==> config.mk <==
export PLATFORM = sky130hd
export DESIGN_NAME = conv_encoder_framed
export DESIGN_NICKNAME = d
export VERILOG_FILES = /design/src/rtl/viterbi_pkg.sv /design/src/rtl/conv_enc_core.sv /design/src/rtl/conv_encoder_framed.sv
export SDC_FILE = /design/constraint.sdc
export NUM_CORES = 1
export LEC_CHECK = 0
export CAP_MARGIN = 25
export CORE_ASPECT_RATIO = 1.4
export CORE_MARGIN = 10
export CORE_UTILIZATION = 55
export CTS_BUF_LIST = sky130_fd_sc_hd__clkbuf_4 sky130_fd_sc_hd__clkbuf_8 sky130_fd_sc_hd__clkbuf_16
export CTS_CLUSTER_SIZE = 30
export DETAILED_ROUTE_END_ITERATION = 8
export HOLD_SLACK_MARGIN = 0.08
export PLACE_DENSITY_LB_ADDON = 0.05
export SLEW_MARGIN = 20
export SYNTH_ARGS = -nofsm -noshare
export SYNTH_HDL_FRONTEND = slang
export SYNTH_SLANG_ARGS = --single-unit
==> constraint.sdc <==
create_clock -name clk -period 1.9 [get_ports clk]
set_input_delay 0.38 -clock clk [delete_from_list [all_inputs] [get_ports clk]]
set_output_delay 0.38 -clock clk [all_outputs]
set_load 0.02 [all_outputs]
==> src/rtl/viterbi_pkg.sv <==
// Shared constants and types for the K=7, rate-1/2 convolutional encoder and Viterbi decoder.
package viterbi_pkg;

  localparam int unsigned K        = 7;
  localparam int unsigned TAIL_LEN = K - 1;

  // Generator taps: bit K-1 is the newest input bit, bit 0 the oldest.
  localparam logic [K-1:0] G0 = 7'o171;
  localparam logic [K-1:0] G1 = 7'o133;

  typedef enum logic [1:0] {
    StIdle,
    StData,
    StTail
  } enc_state_e;

  // Symbol for an encoder window w = {bit_in, s[K-2:0]}: {G0 parity, G1 parity}.
  function automatic logic [1:0] conv_sym(input logic [K-1:0] w);
    return {^(w & G0), ^(w & G1)};
  endfunction

endpackage

==> src/rtl/conv_enc_core.sv <==
// K=7 encoder shift register plus parity; sym_o is the symbol for bit_in against the current
// register, and the register advances when shift is high.
module conv_enc_core
  import viterbi_pkg::*;
(
  input  logic       clk,
  input  logic       rst,
  input  logic       shift,
  input  logic       bit_in,
  output logic [1:0] sym_o
);

  logic [K-2:0] sr_q, sr_d;

  always_comb begin
    sr_d = sr_q;
    if (shift) begin
      sr_d = {bit_in, sr_q[K-2:1]};
    end
  end

  always_ff @(posedge clk or posedge rst) begin
    if (rst) begin
      sr_q <= '0;
    end else begin
      sr_q <= sr_d;
    end
  end

  assign sym_o = conv_sym({bit_in, sr_q});

endmodule

==> src/rtl/conv_encoder_framed.sv <==
// Framed rate-1/2 K=7 encoder: counts FRAME_LEN accepted data bits, then optionally flushes the
// shift register with K-1 zero tail symbols so the decoder traceback ends in state 0.
module conv_encoder_framed
  import viterbi_pkg::*;
#(
  parameter int unsigned FRAME_LEN = 256,
  parameter bit          TERMINATE = 1'b1
) (
  input  logic       clk,
  input  logic       rst,
  input  logic       enable_i,
  input  logic       d_in,
  output logic       ready_o,
  output logic       valid_o,
  output logic [1:0] d_out,
  output logic       frame_start_o,
  output logic       frame_end_o,
  output logic       drop_o
);

  localparam int unsigned     CntW     = $clog2(FRAME_LEN + 1);
  localparam int unsigned     TailW    = $clog2(TAIL_LEN);
  localparam logic [CntW-1:0] LastCnt  = CntW'(FRAME_LEN - 1);
  localparam logic [TailW-1:0] TailLast = TailW'(TAIL_LEN - 1);

  enc_state_e       state_q, state_d;
  logic [CntW-1:0]  count_q, count_d;
  logic [TailW-1:0] tail_cnt_q, tail_cnt_d;
  logic             valid_q, valid_d;
  logic [1:0]       d_out_q, d_out_d;
  logic             frame_start_q, frame_start_d;
  logic             frame_end_q, frame_end_d;
  logic             drop_q, drop_d;

  logic       in_tail;
  logic       accept;
  logic       shift;
  logic       bit_in;
  logic [1:0] sym;

  assign in_tail = (state_q == StTail);
  assign ready_o = ~in_tail;
  assign accept  = enable_i & ready_o;
  assign shift   = accept | in_tail;
  assign bit_in  = in_tail ? 1'b0 : d_in;

  conv_enc_core u_core (
    .clk    (clk),
    .rst    (rst),
    .shift  (shift),
    .bit_in (bit_in),
    .sym_o  (sym)
  );

  always_comb begin
    state_d       = state_q;
    count_d       = count_q;
    tail_cnt_d    = tail_cnt_q;
    frame_start_d = 1'b0;
    frame_end_d   = 1'b0;
    valid_d       = shift;
    d_out_d       = shift ? sym : d_out_q;
    drop_d        = enable_i & in_tail;

    unique case (state_q)
      StIdle: begin
        if (accept) begin
          frame_start_d = 1'b1;
          if (FRAME_LEN == 1) begin
            count_d = '0;
            if (TERMINATE) begin
              state_d = StTail;
            end else begin
              frame_end_d = 1'b1;
            end
          end else begin
            count_d = CntW'(1);
            state_d = StData;
          end
        end
      end
      StData: begin
        if (accept) begin
          if (count_q == LastCnt) begin
            count_d = '0;
            if (TERMINATE) begin
              state_d = StTail;
            end else begin
              // Continuous stream: shift register carries over into the next frame.
              state_d     = StIdle;
              frame_end_d = 1'b1;
            end
          end else begin
            count_d = count_q + 1'b1;
          end
        end
      end
      StTail: begin
        if (tail_cnt_q == TailLast) begin
          tail_cnt_d  = '0;
          state_d     = StIdle;
          frame_end_d = 1'b1;
        end else begin
          tail_cnt_d = tail_cnt_q + 1'b1;
        end
      end
      default: state_d = StIdle;
    endcase
  end

  always_ff @(posedge clk or posedge rst) begin
    if (rst) begin
      state_q       <= StIdle;
      count_q       <= '0;
      tail_cnt_q    <= '0;
      valid_q       <= 1'b0;
      d_out_q       <= 2'b00;
      frame_start_q <= 1'b0;
      frame_end_q   <= 1'b0;
      drop_q        <= 1'b0;
    end else begin
      state_q       <= state_d;
      count_q       <= count_d;
      tail_cnt_q    <= tail_cnt_d;
      valid_q       <= valid_d;
      d_out_q       <= d_out_d;
      frame_start_q <= frame_start_d;
      frame_end_q   <= frame_end_d;
      drop_q        <= drop_d;
    end
  end

  assign valid_o       = valid_q;
  assign d_out         = d_out_q;
  assign frame_start_o = frame_start_q;
  assign frame_end_o   = frame_end_q;
  assign drop_o        = drop_q;

endmodule
==> results.md <==
- Cell family with most CP delay: buffers and inverters
- Buf+Inv Stages, Crit Path: 2
- Cells along the critical path: nor2b_1 -> inv_1 -> dlygate4sd2_1
- Inserted Clock Buffers: 3
- Leading area contributor after synthesis: dfrtp_1
- Maximum vdd drop: about 0.74 mV
- Sequential share of the synthesized area: 54.9%
- Power Density: 950 nW/um2
- Max Freq: slightly below 600 MHz
- Max Cap Viol: 0
- IO Count: 11
- Cell row count: 19
- DRC Markers: 0
- Routed Wire Length: a little under 2000 um
- CP arrival: 1.35 ns
- Warnings, synthesis: 0
- Synthesized flop and latch total: 26
- Slew @ Worst Pin: 0.357 ns
- Min Tclk post-route: 1.73 ns
- Critical setup path kind: flop to output pin
- DP HPWL: 1520 um
- Post-Syn Nets: between 100 and 150
- Startpoint type of the worst setup path: flop
- Syn Area/Cell: 10.5 um2
- Hold WC Path Type: input port to async pin
- Fin. max-slew vios: 0
- Yosys top cell area share: 54.9%
- Die height: 74.9 um
- Initial core utilization: about 59%
- Final setup vio count: 0
- H-tree depth: 1
- Synth Flop Type: dfrtp_1
- Netlist cell types: 34
- Fillers: 160
- DR pass1 iterations: 4
- Core Region: 2020 um2
- Largest stage delay, worst path: 0.43 ns
- Routing usage on met3: 2.19%
- Vias/cell: ~5.4
- Status: complete, no violations
- Hold Vio Cnt, Final: 0
- Finished Layout Cells: 150
- Critical Path RT: 1.52 ns
- Layout net count: approximately 140
- First-pass GRT wire length: between 3000 and 4000 um
- Mapped cell area: 1190 um2
- Layout cell share with drive strength beyond 1: 11.6%
- Clk pin slew, worst setup/hold paths: 0.14 ns
- Crit path max fanout: 5
- Routed WL per cell: 13.2 um
- GRT busiest layer: met2
- Setup slack after placement: ~0.24 ns
- Largest net degree at the start of global routing: 27
- TritonCTS Sinks: 26
- Die Footprint: 4440 um2
- CTS tree: done
- Post-route ant nets: 0
- RSZ-0062 raised after global routing: false
- Setup WS post-layout: 0.167 ns
- Diodes inserted: 0
- Die Wd: 59.3 um
- Vias in the first global route: 881
- Grt met1 use: 11.1%
- Final Total Pwr: 1.31 mW
- Leakage: 0.656 nW
- Vias: 815
- Met2 Use GR: 18.4%
- Total congestion overflow: 0
- Initial DRC Count: 20
- Crit. End Element: output pin
- Period utilisation layout: 91.2%
- Initial antenna violation count: 0
- Placed cells: 146
- Top cells by area, synth: dfrtp_1, nand2_1, xor2_1
- Post-Synthesis Cells: 113
- Clk buf depth: 2
- GP Congestion: 0.832
- CP max stage cell: dfrtp_1
- Clk root buf: clkbuf_4
- Ys async rst share: 100%
- Worst skew pair latency: 0.31 ns
- Post-synth EDFFs: 0
- Gr usage total: 10.2%
- TNS Setup: 0 ns
- Max-Slew Margin vs Limit: 76.0%
- Clock Skew: 0.00819 ns
- IO buf count: 10
- Layout area overhead: 15.8%
[cell families (layout without fill, tap and decap cells)]
logic type / Yosys count / count (layout) / share of synthesized area, %
buffers and inverters: 9 / 25 / 3.16
flip-flops: 26 / 26 / 54.9
XOR/XNOR: 10 / 10 / 8.54
AO/OA/AOI/OAI: 15 / 15 / 9.92
AND/OR/NAND/NOR: 51 / 51 / 21.6
multiplexers: 1 / 1 / 0.844
adder cells (fa/ha/maj): 1 / 1 / 1.05
[worst paths after layout]
path                                 from              to  slack, ns  depth (start not counted)
setup / recovery               state_q[1]         ready_o       0.17                          3
setup reg to reg               count_q[0]      count_q[7]       0.33                          5
hold / removal                        rst      count_q[1]       0.40                          3
hold reg to reg            u_core.sr_q[0]  u_core.sr_q[0]       0.50                          2
max in group asynchronous             rst        d_out[0]       1.26                          3
min in group clk           u_core.sr_q[0]  u_core.sr_q[0]       0.50                          2
[state kept, by name, summed over array words and instances, names as in the netlist]
| register | count |
|---|---|
| drop_o | 1 |
| frame_end_o | 1 |
| valid_o | 1 |
| d_out | 2 |
| count_q | 9 |
| tail_cnt_q | 3 |
| frame_start_o | 1 |
| u_core.sr_q | 6 |
| state_q | 2 |
[cell usage after synthesis (all sizes together), types with 2 or more instances]
library cell / count
buf: 3
xnor2: 3
o32a: 2
nor2b: 3
nor3: 2
dfrtp: 26
o21ai: 4
nand4: 5
a21o: 2
nand3: 3
nand2: 21
xor2: 6
inv: 5
nor2: 10
[layout by cell type, fill, tap and decap left out, drive strengths merged]
master	Yosys	final
nor2b	3	3
a32o	1	1
or3	1	1
nand4	5	5
o21a	1	1
nand3	3	3
a31oi	1	1
and3	1	1
nor2	10	10
a21boi	1	1
nor3	2	2
o211ai	1	1
mux2i	1	1
a21o	2	2
o32a	2	2
clkdlybuf4s50	0	9
inv	5	5
clkbuf	1	4
a21oi	1	1
ha	1	1
and2	1	1
nand3b	1	1
nor3b	1	1
dlygate4sd2	0	1
buf	3	6
o21bai	1	1
nand2	21	21
nand2b	1	1
xnor2	3	3
xnor3	1	1
dfrtp	26	26
o21ai	4	4
and4b	1	1
xor2	6	6
[routing by layer]
metal / share of wire [%] / wire, um
met5: 0 / 0
met4: 0.50 / 10
met3: 3.7 / 73
met2: 52 / 1030
met1: 44 / 868
[worst register-to-register path: stages (launching register included)]
cell     delay (ns)
dfrtp_1        0.42
ha_1           0.24
nand3_1        0.13
or3_4          0.37
a21oi_4        0.23
nor2_1         0.08
[per-stage QoR]
step	cell area (um2)	utilization, %	hold WS (ns)
after global placement	1340	66.3	0.450
final	1370	68.0	0.396
after CTS	1370	68.0	0.401
after floorplan	1190	-	0.420
after detailed placement	1340	66.3	0.473
after global routing	1370	68.0	0.417
[power breakdown]
part	leakage (nW)	internal, mW	total (mW)	switching, mW
logic	0.303	0.149	0.294	0.144
registers	0.332	0.643	0.744	0.101
clock network	0.0210	0.117	0.267	0.150
[layout make-up]
cell class,count,area [um2],area share (%)
tap,21,26.3,1.91
sequential,26,651,47.4
timing repair buffer,16,144,10.5
clock buffer,4,36.3,2.64
inverter,5,18.8,1.37
multi-input combinational,78,498,36.2
[repair_timing]
action | CTS | global route
endpoints found under the setup margin | 1 | 0
hold buffers | 0 | 0
setup buffers | 0 | 0
gates resized for setup | 1 | 0
No activity file was read; power rests on OpenSTA's default activity.
==> RTL edit: new RTL, same flow settings <==
The package constant `K` goes from 7 to 8. Comments in the files are not updated.
--- a/src/rtl/viterbi_pkg.sv
+++ b/src/rtl/viterbi_pkg.sv
@@ -1,7 +1,7 @@
 // Shared constants and types for the K=7, rate-1/2 convolutional encoder and Viterbi decoder.
 package viterbi_pkg;
 
-  localparam int unsigned K        = 7;
+  localparam int unsigned K        = 8;
   localparam int unsigned TAIL_LEN = K - 1;
 
   // Generator taps: bit K-1 is the newest input bit, bit 0 the oldest.
Check against the original RTL: not equivalent (a bounded check fails within 4 cycles, from zero or initial values and one cycle with rst high).
==> RTL edit against the original RTL <==
  * Non-clock buffer count stayed put
  * Sequential cell count up 1
  * Synthesized cell count up 1.8%
  * Largest cell class unchanged
  * Global-route usage decreased by 0.13 points
  * Count of clock-buffer cells in the layout did not move
  * Hold slack better by 0.0047 ns
  * Maximum frequency increased by 1.4%
  * Wire length increased by 12%
  * Worst setup slack improved by 0.024 ns
  * Area after synthesis is 7.9% higher
  * Cell area increased by 5.7%
Power is not compared: it rests on default switching activity, and its combinational part moved more than twofold at a synthesized area within 25%.
==> RTL edit: results (changes against the original RTL) <==
arrival time at the worst endpoint -> 1.33 ns (-0.02 ns)
largest net degree at the start of global routing -> 28 (+3.7%)
Fin Hold WS -> 0.401 ns (+0.00467 ns)
gpl congestion -> 0.816 (-1.9%)
DR WL met2 -> 1120 µm (+7.8%)
CP max stage delay -> 0.41 ns (-0.02 ns)
Worst slew margin -> 77.8% (+1.8 points)
met2 usage -> 16.0% (-2.5 points)
multiplexer share of the synthesized area -> 8.31% (+7.5 points)
Syn Area/Cell -> 11.1 µm² (+6.0%)
biggest regs -> count_q (9), u_core.sr_q (7), tail_cnt_q (3)
vias -> 854 (+4.8%)
met3 usage -> 2.14% (-0.047 points)
top cells by area, synth -> dfrtp_1, mux2_4, nand2_1
initial drt markers -> 26 (+30%)
WL met3 -> 97 µm (+33%)
placed instance area -> 1420 µm² (+6.4%)
post-synthesis xor/xnor area fraction -> 3.42% (-5.1 points)
Compound-Gate Fraction of Synth Area -> 13.9% (+4.0 points)
dpl hpwl -> 1660 µm (+8.9%)
first-pass GRT wire length -> 3800 µm (+3.9%)
post-synth cell types -> 38 (+12%)
status -> finished, final reports clean
GRT Total Usage -> 10.1% (-0.13 points)
synth cell count leaders -> dfrtp_1, nand2_1, o21ai_1
# nets final -> 137 (+1.5%)
==> RTL edit: changes by cell type after synthesis, moves of 3 or more <==
cell     before  now
o21ai_1       0   11
mux2_4        0    5
xor2_1        6    1
nand2_1      21   17
nor2_1        9    5
inv_1         5    2
nand4_1       4    1
==> RTL edit: cell type report <==
cell class	count	area [µm²]
clock buffers	4	30.0
fillers	179	749
inverters	4	15.0
multi-input cells	80	561
flip-flops and latches	27	676
well taps	22	27.5
repair buffers	16	144
==> RTL edit: power by group <==
part | total, mW | switching, mW | internal, mW
registers | 0.879 | 0.153 | 0.725
logic | 0.705 | 0.346 | 0.359
clock network | 0.259 | 0.162 | 0.0964
total | 1.84 | 0.661 | 1.18
==> RTL edit: worst reg2reg max path, stage by stage (launching register included) <==
cell and delay [ns]:
dfrtp_1 0.44, ha_1 0.22, nand3_2 0.18, o31ai_4 0.34
or2_4 0.19, o311ai_2 0.09
